### src/rtl/retire_rat.sv
// Retirement register alias table and free-list push side.
// Records the committed arch->phys mapping of each retiring instruction and
// hands the previously committed physical register back to the free list.
// A single pending-push register sits between retirement and the free list;
// while that push is blocked by a full free list, retirement stalls.
module retire_rat #(
    parameter int NUM_ARCH_REGISTERS = 32,
    parameter int ARCH_REG_WIDTH     = 5,
    parameter int PHYS_REG_WIDTH     = 6
) (
    input  logic                                          clk_i,
    input  logic                                          rst_ni,
    input  logic                                          commit_valid_i,
    input  logic [ARCH_REG_WIDTH-1:0]                     commit_rd_i,
    input  logic [PHYS_REG_WIDTH-1:0]                     commit_pd_i,
    input  logic                                          commit_regf_we_i,
    output logic                                          commit_ready_o,
    output logic                                          fl_wen_o,
    output logic [PHYS_REG_WIDTH-1:0]                     fl_wdata_o,
    input  logic                                          fl_full_i,
    output logic [NUM_ARCH_REGISTERS-1:0][PHYS_REG_WIDTH-1:0] rrat_map_o,
    output logic [31:0]                                   retire_count_o
);

    logic [NUM_ARCH_REGISTERS-1:0][PHYS_REG_WIDTH-1:0] map_q, map_d;
    logic                                              pend_valid_q, pend_valid_d;
    logic [PHYS_REG_WIDTH-1:0]                         pend_data_q, pend_data_d;
    logic [31:0]                                       retire_count_q, retire_count_d;

    logic fire;
    logic map_ret;
    logic push_taken;

    // Ready only depends on whether the pending push can drain this cycle.
    assign commit_ready_o = !pend_valid_q || !fl_full_i;

    assign fl_wen_o       = pend_valid_q;
    assign fl_wdata_o     = pend_data_q;
    assign rrat_map_o     = map_q;
    assign retire_count_o = retire_count_q;

    // Next-state: a mapping retirement overrides a push taken at the same edge,
    // since the old entry leaves and the new one replaces it in one step.
    always_comb begin
        fire           = commit_valid_i && commit_ready_o;
        map_ret        = fire && commit_regf_we_i && (commit_rd_i != '0);
        push_taken     = pend_valid_q && !fl_full_i;

        map_d          = map_q;
        pend_valid_d   = pend_valid_q;
        pend_data_d    = pend_data_q;
        retire_count_d = retire_count_q + 32'(fire);

        if (map_ret) begin
            // Read-before-write: map_q holds the previous committed mapping.
            pend_data_d          = map_q[commit_rd_i];
            pend_valid_d         = 1'b1;
            map_d[commit_rd_i]   = commit_pd_i;
        end else if (push_taken) begin
            pend_valid_d = 1'b0;
        end
    end

    // State registers with synchronous active-low reset; map resets to identity.
    always_ff @(posedge clk_i) begin
        if (!rst_ni) begin
            for (int i = 0; i < NUM_ARCH_REGISTERS; i++) begin
                map_q[i] <= PHYS_REG_WIDTH'(i);
            end
            pend_valid_q   <= 1'b0;
            pend_data_q    <= '0;
            retire_count_q <= '0;
        end else begin
            map_q          <= map_d;
            pend_valid_q   <= pend_valid_d;
            pend_data_q    <= pend_data_d;
            retire_count_q <= retire_count_d;
        end
    end

endmodule

### config.mk
export PLATFORM = sky130hd
export DESIGN_NAME = retire_rat
export DESIGN_NICKNAME = d
export VERILOG_FILES = /design/src/rtl/retire_rat.sv
export SDC_FILE = /design/constraint.sdc
export NUM_CORES = 1
export LEC_CHECK = 0
export BUFFER_PORTS_ARGS = -buffer_cell sky130_fd_sc_hd__buf_2
export CAP_MARGIN = 10
export CORE_MARGIN = 2
export CORE_UTILIZATION = 35
export DETAILED_ROUTE_END_ITERATION = 8
export PLACE_DENSITY_LB_ADDON = 0.2
export SLEW_MARGIN = 40
export SYNTH_ARGS = -nofsm -noshare
export SYNTH_HDL_FRONTEND = slang
export SYNTH_SLANG_ARGS = --single-unit
### constraint.sdc
create_clock -name clk_i -period 2.6 [get_ports clk_i]
set_clock_uncertainty 0.2 [all_clocks]
set_input_delay 0.39 -clock clk_i [delete_from_list [all_inputs] [get_ports clk_i]]
set_output_delay 0.39 -clock clk_i [all_outputs]
set_load 0.01 [all_outputs]
==> impl_metrics.env <==
export IMPL_rsz0062_at_grt="true"
export IMPL_reg2reg_setup_slack_ns=0.32
export IMPL_reg2reg_to="retire_count_o[22]"
export IMPL_grt_max_degree=84
export IMPL_relSlewSlack_pct=41.90
export IMPL_yosysTopAreaCellShare_pct=42.98
export IMPL_fillers=3066
export IMPL_track_usage_pct=23.42
export IMPL_first_global_vias=9397
export IMPL_dpl_cell_area_mm2=0.01263
export IMPL_ys_top_cells_by_count="231 x dfxtp_1, 179 x nand2_1, 150 x o21ai_0"
export IMPL_worst_path_most_repeated_cell="ha_1"
export IMPL_portBuffers=247
export IMPL_min_period_over_period_pct=94.60
export IMPL_rows=64
export IMPL_fin_tns_setup_ns=0
export IMPL_required_ns=2.83
export IMPL_hold_start="commit_regf_we_i"
export IMPL_avgSynthCellArea_um2=9.065
export IMPL_worstPathMaxFanout=6
export IMPL_yosysSeqAreaShare_pct=42.98
export IMPL_antenna_found_initial=0
export IMPL_globalRouteOverflowTotal=0
export IMPL_outcome="finished clean"
export IMPL_r2r_cells=9
export IMPL_die_area_mm2=0.03216
export IMPL_postCtsSetupRepairBufs=0
export IMPL_netlist_area_mm2=0.01076
export IMPL_nets=1451
export IMPL_dr_pass1_iters=5
export IMPL_yosys_top_cells_area="dfxtp_1 43%, mux2i_1 8.2%, o21ai_0 7.0%, nand2_1 6.2%, mux4_2 5.0%"
export IMPL_whs_path_depth=3
export IMPL_routedWlPerCell_um=20.94
export IMPL_finalPower_mw=8.150
export IMPL_drc_errors=0
export IMPL_start_kind="primary input"
export IMPL_core_mm2=0.03043
export IMPL_grt_pass1_wl_um=57930
export IMPL_drt_iter0_drc=987
export IMPL_cp_slowest_cell="dlygate4sd3_1"
export IMPL_cts_max_level=1
export IMPL_ios=248
export IMPL_arrival_ns=2.69
export IMPL_synth_edf_count=0
export IMPL_numCtsBuffers=28
export IMPL_detail_route_antenna_nets=0
export IMPL_cts_tree="yes"
export IMPL_hpwl_um=27450
export IMPL_crit_chain="dlygate4sd3_1, buf_2, a21boi_4, ha_1, ha_1, and4_2, nor3b_4, buf_4, nand4_1, xnor2_1, and2_1"
export IMPL_hp_class="in2reg"
export IMPL_clock_fmax_ghz=0.4066
export IMPL_crit_family="buffers and inverters"
export IMPL_synth_largest_area_cell="dfxtp_1"
export IMPL_die_height_um=179.3
export IMPL_drv_slew=0
export IMPL_yosysUniqueCellTypes=59
export IMPL_cellLeakagePower_nw=5.350
export IMPL_r2r_start="fl_wen_o"
export IMPL_peakVddDrop_v=0.0004627
export IMPL_area_growth_pct=26.45
export IMPL_synth_nets=1206
export IMPL_n_antenna_cell=0
export IMPL_crit_buf_inv=3
export IMPL_die_w_um=179.3
export IMPL_yosysWarnings=0
export IMPL_setup_viol=0
export IMPL_routed_via_count=10050
export IMPL_gp_congestion=0.8825
export IMPL_clk_pin_slew_worst_paths_ns=0.06
export IMPL_final_cell_area_mm2=0.01361
export IMPL_drt_wl_total_um=38680
export IMPL_insertion_delay_ns=0.56
export IMPL_netlist_instances=1187
export IMPL_powerDensity_mw_per_mm2=598.9
export IMPL_synthArstFlopShare_pct=0
export IMPL_ys_flop_type="dfxtp_1"
export IMPL_final_hold_viol_count=0
export IMPL_worst_slew_pin_slew_ns=0.8715
export IMPL_clock_sink_count=231
export IMPL_clk_path_buf_depth=3
export IMPL_holdWs_ns=0.1633
export IMPL_whs_endpoint="fl_wdata_o[0]"
export IMPL_yosysMostFrequentCell="dfxtp_1"
export IMPL_slowest_delay_ns=0.53
export IMPL_worstSetupEndpointType="flop"
export IMPL_drv_cap=0
export IMPL_cts_root_buf="clkbuf_16"
export IMPL_initial_utilization_pct=35.36
export IMPL_period_minus_slack_ns=2.459
export IMPL_critPathKind="in2reg"
export IMPL_vias_per_cell=5.441
export IMPL_layout_drive_gt1_share_pct=28.33
export IMPL_synth_seq_cells=231
-- where the power goes --
part           total [mW]  switching [mW]  leakage, nW  internal (mW)
logic               0.560           0.363         3.02          0.197
registers            3.59          0.0267         1.87           3.57
clock network        4.00            1.60        0.463           2.40
-- cell type report --
type / instances / area (um2) / share of cell area [%]
Clock inverter: 10 / 122.6 / 0.9012
Sequential cell: 231 / 4624 / 33.99
Tap cell: 396 / 495.5 / 3.641
Clock buffer: 39 / 822.0 / 6.041
Multi-Input combinational cell: 848 / 5653 / 41.54
Inverter: 4 / 15.01 / 0.1103
Timing Repair Buffer: 319 / 1874 / 13.77
-- cells by family after synthesis --
family          Yosys count  share of synthesized area (%)
mux                     114                          13.42
compound gates          276                          15.90
buf+inv                 108                          4.558
xor+xnor                 28                          2.279
flops                   231                          42.98
fa+ha+maj                 3                         0.3489
simple gates            427                          20.52
-- registers in the layout (all words and copies together), names as in the netlist --
register,cells
retire_count_o,32
fl_wdata_o,6
fl_wen_o,1
rrat_map_o,192
-- layout by cell type, fill, tap and decap left out, drive strengths merged, types with 31 or more instances in the layout --
cell type | synthesis | layout
nor2b | 31 | 31
nand2 | 179 | 179
nor2 | 31 | 31
o21ai | 151 | 151
nand3 | 82 | 82
and2 | 37 | 37
mux2i | 88 | 88
a21boi | 78 | 78
dfxtp | 231 | 231
clkbuf | 81 | 39
buf | 23 | 317
-- how the worst max path moves through the flow --
stage	start	endpoint	slack, ns	depth (start not counted)
after floorplan	commit_valid_i	retire_count_o[24]	0.07	8
after global placement	commit_rd_i[1]	fl_wdata_o[0]	0.07	6
after detailed placement	commit_rd_i[1]	fl_wdata_o[0]	0.05	6
after CTS	fl_full_i	retire_count_o[22]	0.11	11
after global routing	fl_full_i	retire_count_o[30]	-0.02	10
final	fl_full_i	retire_count_o[22]	0.14	11
-- tightest hold or removal path, delay by kind of cell --
family / cells / cell delay (ns)
AOI/OAI and AO/OA: 2 / 0.32
buffers and inverters: 1 / 0.17
-- per-layer routing --
metal | GRT usage [%] | wire length, um
met5 | 0 | 0
met4 | 5.544 | 782
met3 | 2.764 | 2814
met2 | 36.22 | 17140
met1 | 34.77 | 17940
-- repair_timing --
| item | in CTS | in global routing |
|---|---|---|
| hold endpoints to repair | 4 | 0 |
| hold buffers | 2 | 0 |
| resized for setup | 0 | 2 |
| setup endpoints to repair | 0 | 7 |
-- per-stage QoR --
step / instances / worst slack, ns / utilization [%]
after floorplan: 1187 / 0.07033 / -
after detailed placement: 1796 / 0.05378 / 41.52
final: 1847 / 0.1405 / 44.72
after CTS: 1847 / 0.1085 / 44.69
after global routing: 1847 / -0.01587 / 44.72
after global placement: 1796 / 0.07023 / 41.52
No activity file was read; power rests on OpenSTA's default activity.
